## src/rtl/control_unit.sv

```systemverilog
// Fetch/decode/execute sequencer for the 8-bit accumulator CPU.
// Moore FSM: every datapath control line is decoded from the current state and the IR opcode.
module control_unit (
  input  logic       clk,
  input  logic       reset,
  input  logic [7:0] instruction,
  input  logic       zeroFlag,
  output logic       writeEnableAC,
  output logic       writeEnableR,
  output logic       writeEnableMem,
  output logic       PCEnable,
  output logic       instructionRegisterEnable,
  output logic       MSBaddressEnable,
  output logic       LSBaddressEnable,
  output logic       zeroEnable,
  output logic       muxSelectPC,
  output logic       muxSelectZero,
  output logic       muxSelectAddress,
  output logic       muxSelectALUtoAC,
  output logic       muxSelectMEM_or_R_toAC,
  output logic [2:0] ALUselectLine,
  output logic       instrDone
);

  typedef enum logic [2:0] {
    S_FETCH   = 3'd0,
    S_DECODE  = 3'd1,
    S_ADDR_LO = 3'd2,
    S_ADDR_HI = 3'd3,
    S_EXEC    = 3'd4
  } state_t;

  state_t state_reg, state_next;

  logic [3:0] op;
  logic       legal;
  logic       is_nop;
  logic       is_addr_op;

  assign op         = instruction[3:0];
  assign legal      = (instruction[7:4] == 4'h0);
  assign is_nop     = !legal || (op == 4'h0);
  assign is_addr_op = legal && ((op == 4'h1) || (op == 4'h2) || (op == 4'h5) ||
                                (op == 4'h6) || (op == 4'h7));

  always_ff @(posedge clk) begin
    if (reset)
      state_reg <= S_FETCH;
    else
      state_reg <= state_next;
  end

  // Outputs are forced low while reset is high so no write can land on the reset edge.
  always_comb begin
    state_next                = S_FETCH;
    writeEnableAC             = 1'b0;
    writeEnableR              = 1'b0;
    writeEnableMem            = 1'b0;
    PCEnable                  = 1'b0;
    instructionRegisterEnable = 1'b0;
    MSBaddressEnable          = 1'b0;
    LSBaddressEnable          = 1'b0;
    zeroEnable                = 1'b0;
    muxSelectPC               = 1'b0;
    muxSelectZero             = 1'b0;
    muxSelectAddress          = 1'b0;
    muxSelectALUtoAC          = 1'b0;
    muxSelectMEM_or_R_toAC    = 1'b0;
    ALUselectLine             = 3'b000;
    instrDone                 = 1'b0;
    if (!reset) begin
      case (state_reg)
        S_FETCH: begin
          instructionRegisterEnable = 1'b1;
          PCEnable                  = 1'b1;
          state_next                = S_DECODE;
        end
        S_DECODE: begin
          if (is_nop) begin
            instrDone  = 1'b1;
            state_next = S_FETCH;
          end else if (is_addr_op) begin
            state_next = S_ADDR_LO;
          end else begin
            state_next = S_EXEC;
          end
        end
        S_ADDR_LO: begin
          LSBaddressEnable = 1'b1;
          PCEnable         = 1'b1;
          state_next       = S_ADDR_HI;
        end
        S_ADDR_HI: begin
          MSBaddressEnable = 1'b1;
          PCEnable         = 1'b1;
          state_next       = S_EXEC;
        end
        S_EXEC: begin
          instrDone  = 1'b1;
          state_next = S_FETCH;
          if (legal) begin
            case (op)
              4'h1: begin
                muxSelectAddress = 1'b1;
                muxSelectALUtoAC = 1'b1;
                writeEnableAC    = 1'b1;
              end
              4'h2: begin
                muxSelectAddress = 1'b1;
                writeEnableMem   = 1'b1;
              end
              4'h3: writeEnableR = 1'b1;
              4'h4: begin
                muxSelectALUtoAC       = 1'b1;
                muxSelectMEM_or_R_toAC = 1'b1;
                writeEnableAC          = 1'b1;
              end
              4'h5: begin
                muxSelectPC = 1'b1;
                PCEnable    = 1'b1;
              end
              4'h6: begin
                muxSelectPC = 1'b1;
                PCEnable    = zeroFlag;
              end
              4'h7: begin
                muxSelectPC = 1'b1;
                PCEnable    = ~zeroFlag;
              end
              default: begin
                if (op[3]) begin
                  writeEnableAC = 1'b1;
                  zeroEnable    = 1'b1;
                  ALUselectLine = op[2:0];
                  muxSelectZero = (op[2:0] == 3'b011);
                end
              end
            endcase
          end
        end
        default: state_next = S_FETCH;
      endcase
    end
  end

endmodule

```

## config.mk

```make
export PLATFORM = sky130hd
export DESIGN_NAME = control_unit
export DESIGN_NICKNAME = d
export VERILOG_FILES = /design/src/rtl/control_unit.sv
export SDC_FILE = /design/constraint.sdc
export NUM_CORES = 1
export LEC_CHECK = 0
export BUFFER_PORTS_ARGS = -buffer_cell sky130_fd_sc_hd__buf_2
export CORE_AREA = 2 2 39 41
export CTS_CLUSTER_SIZE = 16
export DETAILED_ROUTE_END_ITERATION = 8
export DIE_AREA = 0 0 41 43
export PLACE_DENSITY_LB_ADDON = 0.05
export SETUP_SLACK_MARGIN = 0.4
export SLEW_MARGIN = 20
export SYNTH_ARGS = -nofsm -noshare
export SYNTH_HDL_FRONTEND = slang
export SYNTH_SLANG_ARGS = --single-unit
```

## constraint.sdc

```tcl
create_clock -name clk -period 2.1 [get_ports clk]
set_clock_uncertainty 0.2 [all_clocks]
set_input_delay 0.42 -clock clk [delete_from_list [all_inputs] [get_ports clk]]
set_output_delay 0.42 -clock clk [all_outputs]
set_load 0.01 [all_outputs]
```

Word level (Yosys, flattened, before mapping):

Index checks and enable logic that the tools add are counted.

* bits of input ports: 11
* register bits: 3

* multiplexer cells: 59
* bitwise operators: 1
* equality and inequality tests: 12
* reduce and logical (&&, ||, !) cells: 16

Operators with widths (count)
* two-way mux 1 bit: 47
* two-way mux 3 bit: 7
* equality test 4 x 3 -> 1 bit (second input constant): 4
* case mux 3 bit (4 select lines): 1
* equality test 3 x 2 -> 1 bit (second input constant): 3
* equality test 4 x 2 -> 1 bit (second input constant): 2
* logical NOT 4 bit: 2
* OR reduction 7 bit: 1
* case mux 1 bit (2 select lines): 3
* OR reduction 3 bit: 2
* logical OR 1 bit: 5
* OR reduction 5 bit: 1
* equality test 4 x 1 -> 1 bit (second input constant): 1
* OR reduction 2 bit: 2
* equality test 3 x 1 -> 1 bit (second input constant): 1
* equality test 3 bit (second input constant): 1
* logical NOT 3 bit: 1
* case mux 1 bit (3 select lines): 1
* logical AND 1 bit: 1
* logical NOT 1 bit: 1
* inverter 1 bit: 1

Depth between registers and ports, before layout:

Gate-level depths: netlist of the first run.

* word-level depth: 9
* depth in mapped cells: 4

Worst setup path after synthesis of the first run:

No wires, ideal clock.

* kind: input to output
* from: input instruction[5]
* to: output PCEnable
* arrival: 1.574 ns
* path slack: -0.094 ns
* data required time: 1.480 ns
* cell stages on the path: 3
* path through: nor4_2 -> nand4b_1 -> o41ai_1

* longest elaborated chain between the ends: 4

Ends and longest elaborated chain
* from (decl): line 6 `input logic [7:0] instruction,`
* logical NOT 4 bit: line 41 `assign legal = (instruction[7:4] == 4'h0);`
* two-way mux 1 bit: line 101 `if (legal) begin`
* case mux 1 bit (2 select lines): line 72 `case (state_reg)`
* two-way mux 1 bit: line 71 `if (!reset) begin`
* to (decl): line 11 `output logic PCEnable,`

No other way between the ends.

Worst setup path after layout of the first run:

* from: input instruction[2]
* to: output instrDone

* longest elaborated chain between the ends: 5

Ends and longest elaborated chain
* logical NOT 4 bit: line 42 `assign is_nop = !legal || (op == 4'h0);`
* logical OR 1 bit: line 42
* two-way mux 1 bit: line 79 `if (is_nop) begin`
* case mux 1 bit (2 select lines): line 72
* two-way mux 1 bit: line 71
* to (decl): line 22 `output logic instrDone`

No other way between the ends.

==> reports/results.ini, run 1 <==
[clock_network]
cts.sinks = 3
htreeDepth = 1
tritoncts = done
worst_setup_hold_path_clk_slew_ps = 40
cts_buffer_depth = 2
tritoncts_buffers = 3
worst_skew_pair.late_latency_ps = 240
clk_root_buffer_cell = sky130_fd_sc_hd__clkbuf_4

[setup_path]
critical_path_cell_count = 5
worstPathArrival_ps = 1680
crit-reg2reg-capture = state_reg[1]$_SDFF_PP0_
cp-startpoint = instruction[2]
crit_path_top_delay_cell = sky130_fd_sc_hd__or4_4
slowest_delay_ps = 530
timing.critical_path.cells = buf_6 > or4_4 > a211o_1 > a211oi_2 > buf_2
critPathMaxFanout = 2
cp-end-kind = output pin
worst_ep_required_time_ps = 1480
critPathBufInv = 2
worst_setup_path_endpoint = instrDone
cp_top_family = simple AND/OR/NAND/NOR gates
worst_setup_path_start_kind = input port
reg2reg_depth = 4
worst_reg_to_reg_setup_slack_ps = 540
worstSetupPathType = input port to output pin
r2r-start = state_reg[1]$_SDFF_PP0_

[yosys]
synth_seq_area_share_pct = 15.14
synthSimpleGateAreaFrac_pct = 52.68
proportion_of_synthesized_area_in_mux_cells_pct = 0
synth.avg_cell_area_um2 = 7.627
synth-edff-count = 0
yosys_most_used_dff = sky130_fd_sc_hd__dfxtp_1
post_synth_instance_area_um2 = 396.6
main_combinational_cell_family_by_area_after_synthesis = simple AND/OR/NAND/NOR gates
synth.area.top_cells = sky130_fd_sc_hd__dfxtp_1, sky130_fd_sc_hd__and2_1, sky130_fd_sc_hd__nor4_1, sky130_fd_sc_hd__nand2_1, sky130_fd_sc_hd__o211a_1
yosys_warnings = 0
yosysTopAreaCell = sky130_fd_sc_hd__dfxtp_1
ys_ff_latch = 3
synthAdderAreaFrac_pct = 0
syn-num-nets = 63
complex_gate_fraction_of_the_synthesized_area_pct = 18.30
netlist-cell-type-count = 27
yosysTopAreaCellShare_pct = 15.14
syn_inst = 52
share_of_flip_flops_with_an_asynchronous_set_or_reset_after_synthesis_pct = 0
ys_top_cells_by_count = sky130_fd_sc_hd__and2_1, sky130_fd_sc_hd__nand2_1, sky130_fd_sc_hd__nor4_1
synth_xor_xnor_area_share_pct = 6.625

[power_and_ir_drop]
power_density_nw_per_um2 = 292.8
vdd_ir_drop_max_uv = 237.8
total_power_mw = 0.2597
standby_leakage_power_nw = 0.4201

[timing]
fin_crit_ps = 2297
timing_max_transition_violations_final = 0
fin_crit_sh_pct = 109.4
timing_worst_slew_pin_value_ps = 217.0
report.final.hold_viol_count = 0
setup_ws_ps = -196.7
setup_repair_after_global_routing_missed_its_margin = yes
timing.final.setup_violations = 1
final.hold.worst_slack_ps = 307.5
slew_headroom_pct = 85.38
max_freq_mhz = 435.4

[global_routing]
antenna_found_initial = 0
grt_start_max_net_pins = 12
globalRouteTotalUtil_pct = 16.42
vias_in_the_first_global_route = 477
grt.overflow.total = 0
grt_first_pass_wirelength_mm = 1.987

[floorplan]
design.die.area_um2 = 1763
initial_core_util_pct = 28.66
io_pins = 28
die_y_um = 43
width_of_the_die_um = 41
rows = 14
core_area_um2 = 1384

[placed_design]
post-dp-hpwl_um = 921.5
place_inst = 103
port_buffers = 27
gp_congestion = 0.6642

[drt]
postRouteWirelength_mm = 1.292
detail_route.iter0.violations = 5
drt_pass1_iterations = 2
vias_per_cell = 4.972
post_drt_wl_per_cell_um = 11.85
route.antenna.remaining_nets = 0
route.detailed.drc = 0
vias = 542

[layout]
nets = 105
n_antenna_cell = 0
flow.area_growth_from_synthesis_pct = 123.7
largest_register_ff_count = 3
post_route_cells_drive_above_1_share_pct = 77.42
stdcell_count = 109

[hold_path]
worst_hold_path_type = input port to flip-flop
holdPathStages = 3

[status]
failed_checks = setup timing
status = finished, violations left

[job]
max-cap-violations = 0

-- how the worst min path moves through the flow --
stage	from	endpoint	slack, ps
2_1_floorplan	state_reg[2]$_SDFF_PP0_	state_reg[0]$_SDFF_PP0_	290
3_5_place_dp	state_reg[2]$_SDFF_PP0_	state_reg[0]$_SDFF_PP0_	360
3_3_place_gp	state_reg[2]$_SDFF_PP0_	state_reg[0]$_SDFF_PP0_	350
4_1_cts	reset	state_reg[0]$_SDFF_PP0_	280
6_report	reset	state_reg[0]$_SDFF_PP0_	310
5_1_grt	reset	state_reg[0]$_SDFF_PP0_	300
-- worst reg2reg max path: cells and delay by family, from the launching register on --
| kind | cells | cell delay (ps) |
|---|---|---|
| simple gates | 2 | 670 |
| flops | 1 | 320 |
| buf+inv | 1 | 170 |
| compound gates | 1 | 130 |
-- through the flow --
step	setup TNS, ps	util, %	worst slack [ps]	cell area [µm²]
after detailed placement	-273.2	49.10	-230.8	679.4
final	-196.7	64.10	-196.7	887.1
after global placement	-319.2	49.10	-224.4	679.4
after global routing	-730.3	64.10	-250.2	887.1
after CTS	-225.2	59.40	-225.2	822.0
after floorplan	-12.96	-	-12.96	462.9
-- repair_timing --
action                     CTS  global route
resized for setup           23            12
hold buffers                 0             0
buffers inserted             1             1
cloned                       0             0
setup endpoints to repair   17            18
pin swaps                   15            11
-- metal layers --
metal / track usage [%] / vias up / share of wire [%]
li1: - / 273 / -
met5: 0 / - / 0
met4: 6.000 / 0 / 0
met2: 23.75 / 21 / 49
met3: 6.283 / 0 / 6.4
met1: 21.34 / 248 / 44
-- cell usage in the layout (no fill, tap or decap), types with 2 or more instances in the layout --
cell	n
sky130_fd_sc_hd__nor2_1	2
sky130_fd_sc_hd__and3_4	2
sky130_fd_sc_hd__dfxtp_2	2
sky130_fd_sc_hd__buf_2	16
sky130_fd_sc_hd__buf_4	11
sky130_fd_sc_hd__nand2b_1	2
sky130_fd_sc_hd__nor4_4	3
sky130_fd_sc_hd__nand2_1	5
sky130_fd_sc_hd__clkbuf_4	3
sky130_fd_sc_hd__and2_4	5
sky130_fd_sc_hd__o211a_1	2
sky130_fd_sc_hd__nor4_2	3
sky130_fd_sc_hd__nor2_4	2
sky130_fd_sc_hd__xnor2_1	2
sky130_fd_sc_hd__buf_6	14
-- kinds of logic (layout without fill, tap and decap cells) --
family                    Yosys count  after routing
AOI/OAI and AO/OA                   8              8
buffers and inverters               5             46
DFF                                 3              3
and+or+nand+nor                    33             33
xor gates and xnor gates            3              3
-- area by class of cell --
cell class                 count  area [µm²]
inverter                       1       3.754
timing repair buffer          41       320.3
tap                           16       20.02
sequential                     3       66.31
clock buffer                   4       26.28
multi-input combinational     44       450.4
fill                         128       496.7
-- where the power goes --
| part | internal (mW) | switching [mW] |
|---|---|---|
| registers | 0.0589 | 0.00228 |
| clock network | 0.0714 | 0.0338 |
| logic | 0.0467 | 0.0466 |
| total | 0.177 | 0.0827 |
Power figures use the tool's default switching activity.
==> inputs of run 2 (changes only) <==
--- a/config.mk
+++ b/config.mk
@@ -6,10 +6,12 @@
 export NUM_CORES = 1
 export LEC_CHECK = 0
 export BUFFER_PORTS_ARGS = -buffer_cell sky130_fd_sc_hd__buf_2
-export CORE_AREA = 2 2 39 41
+export CELL_PAD_IN_SITES_DETAIL_PLACEMENT = 2
+export CELL_PAD_IN_SITES_GLOBAL_PLACEMENT = 2
+export CORE_ASPECT_RATIO = 1.1
+export CORE_UTILIZATION = 19
 export CTS_CLUSTER_SIZE = 16
 export DETAILED_ROUTE_END_ITERATION = 8
-export DIE_AREA = 0 0 41 43
 export PLACE_DENSITY_LB_ADDON = 0.05
 export SETUP_SLACK_MARGIN = 0.4
 export SLEW_MARGIN = 20
==> run 2 against run 1 <==
Against the previous run:
- final area grew 3.0%
- sequential power grew 3.9%
- flip-flop and latch count is the same
- hold slack lost 40 ps
- register-to-register slack lost 120 ps
- global-route usage grew 0.48 points
- maximum frequency grew 1.1%
- largest cell class unchanged
- clock-buffer cell count is the same
- sequential share of layout area shrank 0.49 points
- worst setup slack gained 26 ps
- the flow still finishes with violations (setup timing)
- non-clock buffer count grew 4
- first-iteration DRC count shrank 20%
==> reports/results.ini, run 2 (synthesis results as in run 1) <==
[status]
status = finished, violations left
failed_checks = setup timing

[setup_path]
critPathMaxFanout = 2  ; unchanged
worstSetupPathType = input port to output pin
worst_setup_path_start_kind = input port
worstPathArrival_ps = 1650  ; -30 ps
slowest_delay_ps = 530  ; about the same
timing.critical_path.cells = buf_6 > or4_4 > a211o_1 > a211oi_2 > buf_2
crit_path_top_delay_cell = sky130_fd_sc_hd__or4_4
cp_top_family = simple AND/OR/NAND/NOR gates
critPathBufInv = 2  ; unchanged
worst_ep_required_time_ps = 1480  ; about the same
cp-end-kind = output pin

[drt]
top_layer_used = met3
post_drt_wl_per_cell_um = 15.17  ; +28%
route.antenna.remaining_nets = 0  ; unchanged
route.detailed.drc = 0  ; unchanged
detail_route.iter0.violations = 4  ; -1
drt_pass1_iterations = 3  ; +1
wl_met1_um = 816  ; +42%
dr_wl_met2_mm = 1.012  ; +59%
vias_per_cell = 4.710  ; -5.3%
vias = 584  ; +7.7%
postRouteWirelength_mm = 1.881  ; +46%
met3_length_um = 51  ; -39%

[timing]
report.final.hold_viol_count = 0  ; unchanged
timing_worst_slew_pin_value_ps = 291.5  ; +74.48 ps
setup_ws_ps = -171.0  ; +25.72 ps
setup_repair_after_global_routing_missed_its_margin = yes
timing.final.setup_violations = 9  ; +8
max_freq_mhz = 440.3  ; +1.1%
timing_max_transition_violations_final = 0  ; unchanged
fin_crit_ps = 2271  ; -25.72 ps
slew_headroom_pct = 80.42  ; -5.0 points
fin_crit_sh_pct = 108.1  ; -1.2 points

[clock_network]
worst_setup_hold_path_clk_slew_ps = 40  ; about the same
cts_stage_hold_buffer_count = 0  ; unchanged
clk_root_buffer_cell = sky130_fd_sc_hd__clkbuf_4
worst_skew_pair.late_latency_ps = 240  ; about the same
htreeDepth = 1  ; unchanged
tritoncts = done
tritoncts_buffers = 3  ; unchanged
cts.sinks = 3  ; unchanged
cts_buffer_depth = 2  ; unchanged

[global_routing]
globalRouteTotalUtil_pct = 16.90  ; +0.48 points
grt.overflow.total = 0  ; unchanged
antenna_found_initial = 0  ; unchanged
grt_first_pass_wirelength_mm = 2.801  ; +41%
grt_start_max_net_pins = 12  ; unchanged
vias_in_the_first_global_route = 598  ; +25%

[job]
max-cap-violations = 0  ; unchanged

[placed_design]
gp_congestion = 0.6668  ; +0.39%
place_inst = 114  ; +11%
port_buffers = 27  ; unchanged
post-dp-hpwl_mm = 1.159  ; +26%
worst_slack_placed_ps = -230.5  ; +0.2560 ps

[floorplan]
initial_core_util_pct = 21.30  ; -7.4 points
die_y_um = 49.92  ; +16%
core_area_um2 = 1862  ; +35%
rows = 16  ; +2
width_of_the_die_um = 45.57  ; +11%
io_pins = 28  ; unchanged
design.die.area_um2 = 2275  ; +29%

[hold_path]
worst_hold_path_type = input port to flip-flop

[layout]
post_route_cells_drive_above_1_share_pct = 78.35  ; +0.93 points
fillerInstances = 217  ; +70%
flow.area_growth_from_synthesis_pct = 130.3
nets = 109  ; +3.8%
most-common-layout-cells = sky130_fd_sc_hd__buf_2, sky130_fd_sc_hd__buf_6, sky130_fd_sc_hd__buf_4, sky130_fd_sc_hd__and2_4, sky130_fd_sc_hd__nand2_1
largest_register_ff_count = 3  ; unchanged
stdcell_count = 124  ; +14%
layout_commonest_cell = sky130_fd_sc_hd__buf_2
n_antenna_cell = 0  ; unchanged

[power_and_ir_drop]
vdd_ir_drop_max_uv = 176.2  ; -26%
standby_leakage_power_nw = 0.4380  ; +4.3%
power_density_nw_per_um2 = 288.6  ; -1.4%

==> run 2: final timing paths <==
kind                           startpoint                      end  cells past startpoint  slack, ps
setup reg to reg  state_reg[1]$_SDFF_PP0_  state_reg[1]$_SDFF_PP0_                      5        420
setup / recovery           instruction[2]                instrDone                      5       -170
hold / removal                      reset  state_reg[0]$_SDFF_PP0_                      3        270
hold reg to reg   state_reg[2]$_SDFF_PP0_  state_reg[0]$_SDFF_PP0_                      2        330
==> run 2: repair_timing <==
item | 4_1_cts | 5_1_grt
endpoints found under the setup margin | 17 | 18
gates resized for setup | 29 | 4
pin swaps | 18 | 6
setup buffers | 4 | 2
==> run 2: metal layers <==
metal,vias to the layer above,GRT usage (%)
met3,0,3.297
li1,282,-
met2,13,29.52
met4,0,3.030
met1,289,20.70
met5,-,0
==> run 2: per-stage QoR <==
| step | hold slack [ps] | total power, mW | utilization [%] | instance area [µm²] | setup TNS, ps |
|---|---|---|---|---|---|
| finish | 267.4 | 0.2636 | 49.06 | 913.4 | -559.5 |
| global route | 261.9 | 0.2828 | 49.06 | 913.4 | -1379 |
| CTS | 254.3 | 0.2651 | 47.24 | 879.6 | -337.7 |
| detailed placement | 360.1 | 0.1384 | 37.23 | 693.2 | -516.3 |
| global placement | 342.0 | 0.1365 | 37.23 | 693.2 | -345.0 |
| floorplan | 289.2 | 0.1014 | - | 462.9 | -12.96 |
==> run 2: tightest hold or removal path: cells and delay by family <==
family        cells  cell delay [ps]
buf+inv           2              190
simple gates      1               50
==> run 2: area by class of cell <==
cell class	instances	area, µm²	share of cell area, %
Tap cell	27	33.78	3.699
Timing Repair Buffer	45	355.3	38.90
Clock buffer	4	26.28	2.877
Inverter	1	3.754	0.4110
Multi-Input combinational cell	44	430.4	47.12
Sequential cell	3	63.81	6.986
==> run 2: report_power, final <==
| part | leakage (nW) | total, mW | internal (mW) | switching (mW) |
|---|---|---|---|---|
| Combinational | 0.397 | 0.0937 | 0.0466 | 0.0471 |
| Sequential | 0.0257 | 0.0636 | 0.0594 | 0.00424 |
| Clock | 0.0150 | 0.106 | 0.0715 | 0.0347 |
| Total | 0.438 | 0.264 | 0.177 | 0.0861 |
